### config.mk
export PLATFORM = sky130hd
export DESIGN_NAME = cvxif_offload_ctrl
export DESIGN_NICKNAME = d
export VERILOG_FILES = /design/src/rtl/cvxif_pkg.sv /design/src/rtl/cvxif_timeout_cnt.sv /design/src/rtl/cvxif_offload_ctrl.sv
export SDC_FILE = /design/constraint.sdc
export NUM_CORES = 1
export LEC_CHECK = 0
export CAP_MARGIN = 20
export CORE_AREA = 2 2 122 147
export CTS_CLUSTER_SIZE = 28
export DETAILED_ROUTE_END_ITERATION = 7
export DIE_AREA = 0 0 124 149
export PLACE_DENSITY = 0.77
export SYNTH_ARGS = -nofsm -noshare
export SYNTH_HDL_FRONTEND = slang
export SYNTH_HIERARCHICAL = 1
export SYNTH_SLANG_ARGS = --single-unit
### constraint.sdc
create_clock -name clk -period 5.5 [get_ports clk]
set_input_delay 1.1 -clock clk [delete_from_list [all_inputs] [get_ports clk]]
set_output_delay 1.1 -clock clk [all_outputs]
set_load 0.1 [all_outputs]
### src/rtl/cvxif_pkg.sv
// Shared CV-X-IF definitions: controller state encoding, response status
// codes and the default datapath width. Also used by coprocessor bench models.
package cvxif_pkg;

    localparam int XLEN_DEFAULT = 32;

    typedef enum logic [2:0] {
        ST_IDLE     = 3'd0,
        ST_ISSUE    = 3'd1,
        ST_REG      = 3'd2,
        ST_WAIT_RES = 3'd3,
        ST_RESP     = 3'd4
    } state_e;

    typedef enum logic [1:0] {
        STATUS_OK      = 2'b00,
        STATUS_ILLEGAL = 2'b01,
        STATUS_TIMEOUT = 2'b10
    } status_e;

endpackage

### src/rtl/cvxif_timeout_cnt.sv
// Wait-state watchdog: counts enabled cycles since the last clear and flags
// the cycle in which the count reaches TIMEOUT_CYCLES-1. TIMEOUT_CYCLES=0
// disables the watchdog entirely (expire stays 0).
module cvxif_timeout_cnt #(
    parameter int TIMEOUT_CYCLES = 1024
) (
    input  logic clk,
    input  logic rst,
    input  logic clr,
    input  logic en,
    output logic expire
);

    localparam int CW = (TIMEOUT_CYCLES > 2) ? $clog2(TIMEOUT_CYCLES) : 1;
    localparam logic [CW-1:0] LAST = CW'((TIMEOUT_CYCLES > 0) ? TIMEOUT_CYCLES - 1 : 0);
    localparam bit ENABLED = (TIMEOUT_CYCLES != 0);

    logic [CW-1:0] count;

    // Clear has priority so a state change always restarts the window.
    always_ff @(posedge clk) begin
        if (rst || clr) begin
            count <= '0;
        end else if (en) begin
            count <= count + CW'(1);
        end
    end

    assign expire = ENABLED && en && (count == LAST);

endmodule

### src/rtl/cvxif_offload_ctrl.sv
// Core-side CV-X-IF initiator: one offload transaction at a time through
// issue, register and result handshakes, answered with one core response.
//
// state       | meaning
// ------------+---------------------------------------------------------
// ST_IDLE     | ready for a core request
// ST_ISSUE    | instruction offered to the coprocessor
// ST_REG      | operands offered to the coprocessor
// ST_WAIT_RES | waiting for the coprocessor result
// ST_RESP     | response held toward the core until consumed
module cvxif_offload_ctrl
    import cvxif_pkg::*;
#(
    parameter int XLEN           = XLEN_DEFAULT,
    parameter int TIMEOUT_CYCLES = 1024
) (
    input  logic            clk,
    input  logic            rst,
    input  logic            core_req_valid,
    output logic            core_req_ready,
    input  logic [XLEN-1:0] core_req_instr,
    input  logic [XLEN-1:0] core_req_rs0,
    input  logic [XLEN-1:0] core_req_rs1,
    output logic            core_resp_valid,
    input  logic            core_resp_ready,
    output logic [1:0]      core_resp_status,
    output logic [XLEN-1:0] core_resp_data,
    output logic            core_resp_writeback,
    output logic            issue_valid,
    input  logic            issue_ready,
    output logic [XLEN-1:0] issue_req_instr,
    input  logic            issue_resp_accept,
    input  logic            issue_resp_writeback,
    input  logic [1:0]      issue_resp_register_read,
    output logic            register_valid,
    input  logic            register_ready,
    output logic [XLEN-1:0] register_rs0,
    output logic [XLEN-1:0] register_rs1,
    output logic [1:0]      register_rs_valid,
    input  logic            result_valid,
    output logic            result_ready,
    input  logic [XLEN-1:0] result_data
);

    state_e          state, state_next;
    status_e         status_q, status_next;
    logic [XLEN-1:0] instr_q, rs0_q, rs1_q, data_q;
    logic [1:0]      rs_valid_q;
    logic            wb_q, resp_wb_q;
    logic            cnt_clr, cnt_en, expire;

    cvxif_timeout_cnt #(
        .TIMEOUT_CYCLES(TIMEOUT_CYCLES)
    ) u_timeout (
        .clk    (clk),
        .rst    (rst),
        .clr    (cnt_clr),
        .en     (cnt_en),
        .expire (expire)
    );

    // Next state and response status; a handshake always beats the timeout.
    always_comb begin
        state_next  = state;
        status_next = status_q;
        case (state)
            ST_IDLE: begin
                if (core_req_valid) begin
                    state_next  = ST_ISSUE;
                    status_next = STATUS_OK;
                end
            end
            ST_ISSUE: begin
                if (issue_ready) begin
                    if (!issue_resp_accept) begin
                        state_next  = ST_RESP;
                        status_next = STATUS_ILLEGAL;
                    end else if (issue_resp_register_read != 2'b00) begin
                        state_next = ST_REG;
                    end else if (issue_resp_writeback) begin
                        state_next = ST_WAIT_RES;
                    end else begin
                        state_next = ST_RESP;
                    end
                end else if (expire) begin
                    state_next  = ST_RESP;
                    status_next = STATUS_TIMEOUT;
                end
            end
            ST_REG: begin
                if (register_ready) begin
                    state_next = wb_q ? ST_WAIT_RES : ST_RESP;
                end else if (expire) begin
                    state_next  = ST_RESP;
                    status_next = STATUS_TIMEOUT;
                end
            end
            ST_WAIT_RES: begin
                if (result_valid) begin
                    state_next = ST_RESP;
                end else if (expire) begin
                    state_next  = ST_RESP;
                    status_next = STATUS_TIMEOUT;
                end
            end
            ST_RESP: begin
                if (core_resp_ready) begin
                    state_next = ST_IDLE;
                end
            end
            default: state_next = ST_IDLE;
        endcase
    end

    // Watchdog runs only while waiting on the coprocessor, restarts per state.
    always_comb begin
        cnt_en  = (state == ST_ISSUE) || (state == ST_REG) || (state == ST_WAIT_RES);
        cnt_clr = (state_next != state);
    end

    // State register plus the latched request, issue response and result.
    always_ff @(posedge clk) begin
        if (rst) begin
            state      <= ST_IDLE;
            status_q   <= STATUS_OK;
            instr_q    <= '0;
            rs0_q      <= '0;
            rs1_q      <= '0;
            data_q     <= '0;
            rs_valid_q <= 2'b00;
            wb_q       <= 1'b0;
            resp_wb_q  <= 1'b0;
        end else begin
            state    <= state_next;
            status_q <= status_next;
            case (state)
                ST_IDLE: begin
                    if (core_req_valid) begin
                        instr_q    <= core_req_instr;
                        rs0_q      <= core_req_rs0;
                        rs1_q      <= core_req_rs1;
                        data_q     <= '0;
                        rs_valid_q <= 2'b00;
                        wb_q       <= 1'b0;
                        resp_wb_q  <= 1'b0;
                    end
                end
                ST_ISSUE: begin
                    if (issue_ready) begin
                        wb_q       <= issue_resp_writeback;
                        rs_valid_q <= issue_resp_register_read;
                    end
                end
                ST_WAIT_RES: begin
                    if (result_valid) begin
                        data_q    <= result_data;
                        resp_wb_q <= 1'b1;
                    end
                end
                default: ;
            endcase
        end
    end

    // Moore outputs; everything is forced low while reset is asserted.
    always_comb begin
        core_req_ready      = !rst && (state == ST_IDLE);
        issue_valid         = !rst && (state == ST_ISSUE);
        register_valid      = !rst && (state == ST_REG);
        result_ready        = !rst && (state == ST_WAIT_RES);
        core_resp_valid     = !rst && (state == ST_RESP);
        core_resp_status    = rst ? 2'b00 : status_q;
        core_resp_data      = rst ? '0 : data_q;
        core_resp_writeback = !rst && resp_wb_q;
        issue_req_instr     = rst ? '0 : instr_q;
        register_rs0        = rst ? '0 : rs0_q;
        register_rs1        = rst ? '0 : rs1_q;
        register_rs_valid   = rst ? 2'b00 : rs_valid_q;
    end

endmodule

==> impl_metrics.yaml, run 1 <==
placed_design:
  post-dp-hpwl_mm: 12.17
  place.detailed.instances: 1279
  buffer_ports.inserted: 276
  dpl-instance-area_mm2: 0.009289
  gp_congestion: 0.7947
setup_path:
  crit-reg2reg-launch: "state[0]"
  critical_path.max_fanout: 100
  crit_buf_inv: 3
  endpoint_kind: "output pin"
  launching_element_type_of_the_critical_path: "input port"
  timing.critical_path.max_delay_family: "buffers and inverters"
  timing.critical_path.required_ns: 4.40
  reg2reg_slack_ns: 2.04
  worstPathCellList: "buf_6 -> buf_12 -> nor2b_1 -> clkdlybuf4s50_1"
  worstPathArrival_ns: 3.18
  cpMaxStageDelayCell: "sky130_fd_sc_hd__clkdlybuf4s50_1"
  critPathMaxStageDelay_ns: 1.02
  worst-setup-path-type: "in -> out"
  critical_path.reg2reg.endpoint: "u_timeout/count[8]"
  reg2reg_depth: 9
power:
  power.density_cell_area_mw_per_mm2: 299.1
  power.internal_w: 0.002058
  clock_power_share_pct: 40.7
  pwr-share-seq_pct: 38.9
  power.ir.vdd_worst_mv: 0.2187
  power.switching_w: 0.0009032
  power.combinational.fraction_pct: 20.5
  switching_share_pct: 30.50
  leakagePower_nw: 3.800
min_path:
  hold-path-endpoint: "rs1_q[16]"
  min_delay_path_depth: 2
  hold_path_startpoint: "rs1_q[16]"
  hold_path.class: "reg -> reg"
drt:
  antenna_violating_nets_post_route: 0
  initialDrtViolationCount: 314
  remaining_drc_errors: 0
  detailedRoute.firstPassIterationCount: 7
  vias_per_cell: 4.752
  routed_len_inst_um: 13.82
  route.final.wire_length_mm: 18.10
  route.vias.total: 6225
synthesis:
  synth-edff-count: 0
  synthesis.instances: 842
  netlist.top_cell.by_area: "sky130_fd_sc_hd__dfxtp_1"
  ys_ff_latch: 147
  synth_warnings: 6
  top_post_synthesis_cells_by_area: "sky130_fd_sc_hd__dfxtp_1 (45%), sky130_fd_sc_hd__nand2_1 (11%), sky130_fd_sc_hd__nor2b_1 (9.8%)"
  synth.distinct_cells: 50
  synth.yosys.seq_area_share_pct: 45.02
  ys.flop_type: "sky130_fd_sc_hd__dfxtp_1"
  syn-num-nets: 982
  async_flop_share_pct: 0
  netlist.area_leader.share_pct: 45.02
  syn-mean-instance-area_um2: 7.763
  syn-cell-area_mm2: 0.006536
outcome:
  run_status: "finished, final reports clean"
grt:
  grt_overflow_total: 0
  largest_net_degree_at_the_start_of_global_routing: 101
  first_global_vias: 5792
  track_usage_pct: 18.86
  initial_antenna_violation_count: 0
  grt_first_pass_wirelength_mm: 27.71
layout:
  post_route_cells_drive_above_1_share_pct: 4.862
  layout-area-overhead-vs-synth_pct: 51.47
  postLayoutCellArea_mm2: 0.009901
  final_common_cell: "sky130_fd_sc_hd__clkdlybuf4s50_1"
  num-fill-cells: 1543
  number_of_nets_in_the_final_layout: 1218
  multi_input_logic_area_mm2: 0.003109
  area_of_all_sequential_standard_cells_mm2: 0.002943
  diodes: 0
  leading_cell_types_in_the_layout_fill_and_taps_excluded: "sky130_fd_sc_hd__clkdlybuf4s50_1 (274), sky130_fd_sc_hd__nand2_1 (199), sky130_fd_sc_hd__dfxtp_1 (147), sky130_fd_sc_hd__a21oi_1 (104), sky130_fd_sc_hd__nor2b_1 (102)"
  layoutNonFillerInstCount: 1310
sta:
  layout_worst_path_cycle_share_pct: 77.84
  clock_skew_ns: 0.01012
  remaining_max_slew_budget_at_the_tightest_pin_pct: 26.94
  fmax_mhz: 233.6
  unrepaired_setup_endpoints_after_global_routing: "no"
  hold_viol_final: 0
  setup-tns-final_ns: 0
  finalMaxSlewViolations: 0
  finalSetupViolCount: 0
  timing.final.crit_period_ns: 4.281
  max_slew.worst_pin.slew_ns: 1.096
clock_network:
  numClockSinks: 147
  cts_setup_buffers: 0
  cts_tree: "done"
  cts.htree.levels: 4
  clkSlewWorstSetupHoldPaths_ns: 0.06
  cts_made_buffers: 17
  cts-resized-gates: 0
  max-clock-path-buffers: 2
  hold_buffers: 0
  cts-root-buf: "sky130_fd_sc_hd__clkbuf_16"
  clock_insertion_delay_worst_skew_ns: 0.42
floorplanning:
  die_w_um: 124
  placement_rows: 53
  die-height_um: 149
  dieArea_mm2: 0.01848
  coreArea_mm2: 0.01724
  top_level_ports: 277
  initial_core_util_pct: 37.91
job:
  max-cap-violations: 0
-- per-stage QoR --
stage / hold WS [ns] / utilization [%] / setup WS (ns) / total power, W
finish: 0.4486 / 57.42 / 1.219 / 0.002961
global route: 0.4688 / 57.42 / 1.104 / 0.003080
CTS: 0.4506 / 57.42 / 1.238 / 0.002995
detailed placement: 0.4419 / 53.88 / 1.238 / 0.001779
global placement: 0.4369 / 53.88 / 1.248 / 0.001774
floorplan: 0.4318 / - / 0.1197 / 0.001593
-- cell type report --
| type | instances | area share [%] |
|---|---|---|
| clock buffers | 18 | 4.436 |
| clock inverters | 13 | 1.744 |
| inverters | 34 | 1.289 |
| multi-input cells | 594 | 31.40 |
| flip-flops and latches | 147 | 29.72 |
| well taps | 220 | 2.780 |
| repair buffers | 284 | 28.62 |
-- logic make-up after synthesis --
group	count (synthesis)	share of synthesized area, %
compound gates	161	13.32
fa+ha+maj	1	0.1914
xor+xnor	4	0.5361
buf+inv	101	7.676
simple gates	424	32.54
flops	147	45.02
mux	4	0.7082
-- power by group through the flow --
| stage | clock network [W] | registers [W] | logic, W |
|---|---|---|---|
| after floorplan | 0 | 0.00116 | 0.000435 |
| after global placement | 0 | 0.00117 | 0.000601 |
| after detailed placement | 0 | 0.00117 | 0.000607 |
| after CTS | 0.00124 | 0.00115 | 0.000610 |
| after global routing | 0.00128 | 0.00116 | 0.000643 |
| final | 0.00120 | 0.00115 | 0.000606 |
-- per-layer routing --
metal | global-route usage, % | up-vias | wire length, um
li1 | - | 3199 | -
met1 | 22.42 | 2749 | 7598
met2 | 30.74 | 251 | 8281
met3 | 6.613 | 26 | 1894
met4 | 7.921 | 0 | 327
met5 | 0 | - | 0
-- tightest hold or removal path, stage by stage (launching register included) --
cell and delay, ns:
sky130_fd_sc_hd__dfxtp_1 0.30, sky130_fd_sc_hd__nand2_1 0.05, sky130_fd_sc_hd__a21oi_1 0.05
-- cells in the mapped netlist, types with 2 or more instances --
| cell | number |
|---|---|
| sky130_fd_sc_hd__a21oi_1 | 105 |
| sky130_fd_sc_hd__nand2b_1 | 38 |
| sky130_fd_sc_hd__xor2_1 | 3 |
| sky130_fd_sc_hd__mux2i_1 | 2 |
| sky130_fd_sc_hd__o21ai_0 | 19 |
| sky130_fd_sc_hd__nand2_1 | 199 |
| sky130_fd_sc_hd__nor3_1 | 7 |
| sky130_fd_sc_hd__dfxtp_1 | 147 |
| sky130_fd_sc_hd__or2_2 | 2 |
| sky130_fd_sc_hd__buf_2 | 8 |
| sky130_fd_sc_hd__inv_1 | 34 |
| sky130_fd_sc_hd__a311oi_1 | 2 |
| sky130_fd_sc_hd__a31oi_1 | 2 |
| sky130_fd_sc_hd__or4b_1 | 2 |
| sky130_fd_sc_hd__nor2_1 | 14 |
| sky130_fd_sc_hd__nor2b_1 | 102 |
| sky130_fd_sc_hd__nand4_1 | 4 |
| sky130_fd_sc_hd__o211ai_1 | 2 |
| sky130_fd_sc_hd__or4bb_1 | 2 |
| sky130_fd_sc_hd__clkbuf_1 | 41 |
| sky130_fd_sc_hd__buf_6 | 12 |
| sky130_fd_sc_hd__or3_2 | 2 |
| sky130_fd_sc_hd__o31ai_1 | 3 |
| sky130_fd_sc_hd__or4_1 | 2 |
| sky130_fd_sc_hd__o21ai_1 | 18 |
| sky130_fd_sc_hd__a22oi_1 | 2 |
| sky130_fd_sc_hd__nand3_1 | 40 |
| sky130_fd_sc_hd__buf_4 | 6 |
-- registers in the layout, summed over array words and instances (netlist names) --
register and count:
status_q 2, resp_wb_q 1, u_timeout/count 10, rs1_q 32, rs0_q 32, wb_q 1
rs_valid_q 2, instr_q 32, data_q 32, state 3
-- worst max-delay path by stage --
stage	cells past startpoint	to	slack [ns]	startpoint
after detailed placement	4	issue_req_instr[4]	1.24	rst
after global placement	4	register_rs0[25]	1.25	rst
after floorplan	3	core_req_ready	0.12	rst
after CTS	4	issue_req_instr[4]	1.24	rst
final	4	issue_req_instr[4]	1.22	rst
after global routing	4	issue_req_instr[4]	1.10	rst
No activity file was read; power rests on OpenSTA's default activity.
==> run 2, diff against run 1 <==
==> constraint.sdc (replaced) <==
create_clock -name clk -period 4.4 [get_ports clk]
set_input_delay 0.88 -clock clk [delete_from_list [all_inputs] [get_ports clk]]
set_output_delay 0.88 -clock clk [all_outputs]
set_load 0.1 [all_outputs]
==> run 2 against run 1 <==
  * Combinational power up 25%
  * Clock power up 30%
  * Worst setup slack worse by 0.0027 ns
  * Power up 27%
  * Sequential power up 24%
  * Utilization down 1.7 points
  * Global-route usage down 0.37 points
  * Die area unchanged
  * Clock skew down 0.00063 ns
  * Sequential share of layout area up 0.90 points
==> impl_metrics.yaml, run 2 (synthesized netlist as in run 1, its figures left out) <==
min_path:
  hold_path_startpoint: "rs1_q[17]"
  hold_path.class: "reg -> reg"
  min_delay_path_depth: 2
setup_path:
  worstPathArrival_ns: 2.30
  worst-setup-path-type: "in -> out"
  reg2reg_depth: 10
  crit-reg2reg-launch: "state[1]"
  timing.critical_path.required_ns: 3.52
  worstSetupStartpoint: "rst"
  launching_element_type_of_the_critical_path: "input port"
  critical_path.max_fanout: 141
  endpoint_kind: "output pin"
drt:
  antenna_violating_nets_post_route: 0
  route.vias.total: 6199
  initialDrtViolationCount: 311
  routed_len_inst_um: 13.21
  vias_per_cell: 4.725
  route.final.wire_length_mm: 17.34
  detailedRoute.firstPassIterationCount: 4
  remaining_drc_errors: 0
floorplanning:
  die_w_um: 124
  placement_rows: 53
  coreArea_mm2: 0.01724
  die-height_um: 149
  dieArea_mm2: 0.01848
  top_level_ports: 277
  initial_core_util_pct: 37.91
grt:
  track_usage_pct: 18.49
  initial_antenna_violation_count: 0
  grt_overflow_total: 0
  first_global_vias: 5619
  grt_first_pass_wirelength_mm: 27.25
  largest_net_degree_at_the_start_of_global_routing: 142
layout:
  layout-area-overhead-vs-synth_pct: 47.01
  diodes: 0
  post_route_cells_drive_above_1_share_pct: 17.67
  number_of_nets_in_the_final_layout: 1221
  final_common_cell: "sky130_fd_sc_hd__nand2_1"
  leading_cell_types_in_the_layout_fill_and_taps_excluded: "sky130_fd_sc_hd__nand2_1 (199), sky130_fd_sc_hd__buf_4 (148), sky130_fd_sc_hd__dfxtp_1 (147), sky130_fd_sc_hd__clkdlybuf4s50_1 (137), sky130_fd_sc_hd__a21oi_1 (104)"
power:
  power.ir.vdd_worst_mv: 0.2149
  leakagePower_nw: 4.113
  power.density_cell_area_mw_per_mm2: 389.9
  p_total_w: 0.003747
sta:
  setup-tns-final_ns: 0
  timing.final.crit_period_ns: 3.184
  finalMaxSlewViolations: 0
  unrepaired_setup_endpoints_after_global_routing: "no"
  clock_skew_ns: 0.009493
  finalSetupViolCount: 0
  max_slew.worst_pin.slew_ns: 1.098
  hold_viol_final: 0
  layout_worst_path_cycle_share_pct: 72.36
  fmax_mhz: 314.1
  remaining_max_slew_budget_at_the_tightest_pin_pct: 26.81
clock_network:
  clkSlewWorstSetupHoldPaths_ns: 0.06
  cts_setup_buffers: 0
  cts-root-buf: "sky130_fd_sc_hd__clkbuf_16"
  cts_tree: "done"
  max-clock-path-buffers: 2
  numClockSinks: 147
  cts_made_buffers: 17
  hold_buffers: 0
  cts.htree.levels: 4
  cts-resized-gates: 0
  clock_insertion_delay_worst_skew_ns: 0.41
placed_design:
  post-dp-hpwl_mm: 11.85
  gp_congestion: 0.7824
  buffer_ports.inserted: 276
job:
  max-cap-violations: 0
outcome:
  run_status: "finished, final reports clean"
[run 2: changes by cell type in the layout (fill, tap and decap cells not counted), sizes merged]
cell,before,now
buf,10,150
clkdlybuf4s50,274,137
clkinv,2,7
clkinvlp,4,0
inv,38,35
bufinv,3,5
clkbuf,18,17
[run 2: final timing paths]
check / to / slack [ns]
setup / recovery: core_resp_data[12] / 1.22
hold / removal: rs1_q[17] / 0.45
setup reg to reg: u_timeout/count[1] / 1.31
hold reg to reg: rs1_q[17] / 0.45
[run 2: worst max-delay path, cell delays in order]
cell	delay, ns
sky130_fd_sc_hd__buf_6	0.33
sky130_fd_sc_hd__buf_12	0.41
sky130_fd_sc_hd__nand2b_1	0.21
sky130_fd_sc_hd__inv_1	0.05
sky130_fd_sc_hd__buf_4	0.22
[run 2: layout make-up]
cell class | instances | area, um2
clock buffer | 17 | 425.4
tap | 220 | 275.3
multi-input combinational | 594 | 3115
clock inverter | 13 | 209.0
timing repair buffer | 287 | 2514
inverter | 34 | 127.6
fill | 1587 | 7632
sequential | 147 | 2943
[run 2: per-stage QoR]
stage | util (%) | instances | hold slack [ns] | setup WS, ns | instance area [um2]
final | 55.73 | 1312 | 0.4476 | 1.216 | 9609
after global routing | 55.73 | 1312 | 0.4662 | 0.9191 | 9609
after CTS | 55.73 | 1312 | 0.4493 | 1.216 | 9609
after detailed placement | 52.05 | 1282 | 0.4417 | 1.240 | 8975
after global placement | 52.05 | 1282 | 0.4365 | 1.274 | 8975
after floorplan | - | 842 | 0.4318 | 0.1859 | 6543
[run 2: per-layer routing]
metal | global-route usage [%] | part of all wire, % | vias up
met3 | 7.875 | 11 | 12
met2 | 29.75 | 46 | 224
met4 | 6.517 | 1.1 | 0
met1 | 21.97 | 41 | 2745
met5 | 0 | 0 | -
li1 | - | - | 3218
[run 2: where the power goes]
group | switching, W | total [W] | internal (W)
Combinational | 0.000502 | 0.000756 | 0.000253
Clock | 0.000562 | 0.00156 | 0.00100
Sequential | 0.0000311 | 0.00143 | 0.00140
Total | 0.00110 | 0.00375 | 0.00265
==> run 3, diff against run 2 <==
--- a/config.mk
+++ b/config.mk
@@ -10,7 +10,7 @@
 export CTS_CLUSTER_SIZE = 28
 export DETAILED_ROUTE_END_ITERATION = 7
 export DIE_AREA = 0 0 124 149
-export PLACE_DENSITY = 0.77
+export PLACE_DENSITY = 0.8
 export SYNTH_ARGS = -nofsm -noshare
 export SYNTH_HDL_FRONTEND = slang
 export SYNTH_HIERARCHICAL = 1
==> constraint.sdc (replaced) <==
create_clock -name clk -period 2.6 [get_ports clk]
set_input_delay 0.52 -clock clk [delete_from_list [all_inputs] [get_ports clk]]
set_output_delay 0.52 -clock clk [all_outputs]
set_load 0.1 [all_outputs]
==> run 3 against run 2 <==
  * Die area unchanged
  * Design area increased by 22%
  * Hold slack improved by 0.0011 ns
  * Count of clock-buffer cells in the layout increased by 2
  * Clock power increased by 58%
  * Register-to-register slack got worse by 0.89 ns
  * Non-clock buffer count increased by 11
  * Flip-flop and latch count unchanged
  * Critical path depth decreased by 1
==> impl_metrics.yaml, run 3 (synthesized netlist as in run 1, its figures left out) <==
outcome:
  run_status: "finished, final reports clean"
power:
  power.density_cell_area_mw_per_mm2: 551.2
  leakagePower_nw: 4.571
  power.ir.vdd_worst_mv: 0.3861
grt:
  largest_net_degree_at_the_start_of_global_routing: 75
  first_global_vias: 6258
  grt_first_pass_wirelength_mm: 31.15
  initial_antenna_violation_count: 0
  grt_overflow_total: 0
  track_usage_pct: 21.51
layout:
  leading_cell_types_in_the_layout_fill_and_taps_excluded: "sky130_fd_sc_hd__nand2_1 (199), sky130_fd_sc_hd__dfxtp_1 (147), sky130_fd_sc_hd__buf_12 (144), sky130_fd_sc_hd__clkdlybuf4s50_1 (137), sky130_fd_sc_hd__a21oi_1 (104)"
  layout-area-overhead-vs-synth_pct: 78.92
  num-fill-cells: 1262
  final_common_cell: "sky130_fd_sc_hd__nand2_1"
  post_route_cells_drive_above_1_share_pct: 27.17
  finish.utilization_pct: 67.83
  number_of_nets_in_the_final_layout: 1232
  diodes: 0
job:
  max-cap-violations: 0
floorplanning:
  placement_rows: 53
  die_w_um: 124
  coreArea_mm2: 0.01724
  initial_core_util_pct: 37.91
  top_level_ports: 277
  dieArea_mm2: 0.01848
  die-height_um: 149
setup_path:
  critPathMaxStageDelay_ns: 0.31
  critical_path.max_fanout: 19
  launching_element_type_of_the_critical_path: "flip-flop"
  cpMaxStageDelayCell: "sky130_fd_sc_hd__dfxtp_1"
  timing.critical_path.max_delay_family: "simple AND/OR/NAND/NOR gates"
  reg2reg_depth: 11
  reg2reg_slack_ns: 0.42
  worstPathArrival_ns: 1.69
  crit_buf_inv: 2
  endpoint_kind: "output pin"
  worst-setup-path-type: "reg -> out"
  worstPathCellList: "buf_4 -> nand2b_1 -> nor2_2 -> buf_12"
  critical_path.reg2reg.endpoint: "u_timeout/count[8]"
  crit-reg2reg-launch: "state[0]"
  timing.critical_path.required_ns: 2.08
sta:
  layout_worst_path_cycle_share_pct: 84.91
  fmax_mhz: 452.9
  timing.final.crit_period_ns: 2.208
  max_slew.worst_pin.slew_ns: 0.3930
  remaining_max_slew_budget_at_the_tightest_pin_pct: 73.69
  hold_viol_final: 0
  finalMaxSlewViolations: 0
  worst_slack_setup_final_ns: 0.3922
  unrepaired_setup_endpoints_after_global_routing: "no"
  clock_skew_ns: 0.008071
  finalSetupViolCount: 0
clock_network:
  cts.htree.levels: 4
  max-clock-path-buffers: 2
  hold_buffers: 0
  numClockSinks: 147
  cts_tree: "done"
  cts-resized-gates: 0
  clock_insertion_delay_worst_skew_ns: 0.41
  cts_setup_buffers: 0
  cts_made_buffers: 17
  clkSlewWorstSetupHoldPaths_ns: 0.06
  cts-root-buf: "sky130_fd_sc_hd__clkbuf_16"
placed_design:
  detailedPlace.worstSlack_ns: 0.002673
  gp_congestion: 0.8629
  post-dp-hpwl_mm: 14.59
  buffer_ports.inserted: 276
drt:
  antenna_violating_nets_post_route: 0
  routed_len_inst_um: 15.06
  remaining_drc_errors: 0
  detailedRoute.firstPassIterationCount: 6
  vias_per_cell: 4.840
  route.vias.total: 6408
  initialDrtViolationCount: 303
  route.final.wire_length_mm: 19.95
min_path:
  min_delay_path_depth: 2
  hold_path.class: "reg -> reg"
  hold_path_startpoint: "rs1_q[30]"
  hold-path-endpoint: "rs1_q[30]"
## run 3: cell count changes in the layout (fill, tap and decap cells not counted), moves of 93 or more
cell                      before  now
sky130_fd_sc_hd__buf_4       148   16
sky130_fd_sc_hd__buf_12        1  144
sky130_fd_sc_hd__nor2b_2       0   93
sky130_fd_sc_hd__nor2b_1     102    9
## run 3: worst max path at each step
| stage | from | to | slack [ns] | cells past startpoint |
|---|---|---|---|---|
| 2_1_floorplan | rst | core_req_ready | -0.47 | 3 |
| 3_3_place_gp | register_ready | u_timeout/count[7] | 0.1 | 7 |
| 3_5_place_dp | register_ready | u_timeout/count[8] | 0.003 | 7 |
| 4_1_cts | state[2] | result_ready | 0.36 | 4 |
| 5_1_grt | state[0] | u_timeout/count[7] | 0.27 | 11 |
| 6_report | state[2] | result_ready | 0.39 | 4 |
## run 3: metal layers
| metal | up-vias | wire [um] | part of all wire (%) | GRT usage (%) |
|---|---|---|---|---|
| met5 | - | 0 | 0 | 0 |
| met2 | 224 | 10180 | 51 | 37.69 |
| met3 | 23 | 2143 | 11 | 10.36 |
| li1 | 3227 | - | - | - |
| met1 | 2934 | 7253 | 36 | 22.55 |
| met4 | 0 | 364 | 1.8 | 6.629 |
## run 3: power breakdown
part	switching, W	internal, W	total, W
logic	0.000925	0.000642	0.00157
clock network	0.000958	0.00151	0.00247
registers	0.0000509	0.00236	0.00241
total	0.00193	0.00451	0.00645
## run 3: per-stage QoR
step	instance area, um2	total power (W)	hold slack, ns	TNS [ns]	cells
after floorplan	6795	0.003404	0.4316	-1.395	842
after global placement	11100	0.004007	0.4368	0	1293
after detailed placement	11100	0.004034	0.4417	0	1293
after CTS	11700	0.006509	0.4501	0	1324
after global routing	11700	0.006688	0.4652	0	1324
final	11700	0.006446	0.4487	0	1324
## run 3: final cells by class
type | count | area [um2] | area share, %
repair buffers | 298 | 4388 | 37.52
multi-input cells | 594 | 3368 | 28.80
flip-flops and latches | 147 | 2943 | 25.16
clock buffers | 19 | 432.9 | 3.702
well taps | 220 | 275.3 | 2.354
clock inverters | 12 | 160.2 | 1.369
inverters | 34 | 127.6 | 1.091
## run 3: tightest hold or removal path, delay by kind of cell, from the launching register on
family           cells  cell delay [ns]
AND/OR/NAND/NOR      1             0.05
flip-flops           1             0.30
AO/OA/AOI/OAI        1             0.05
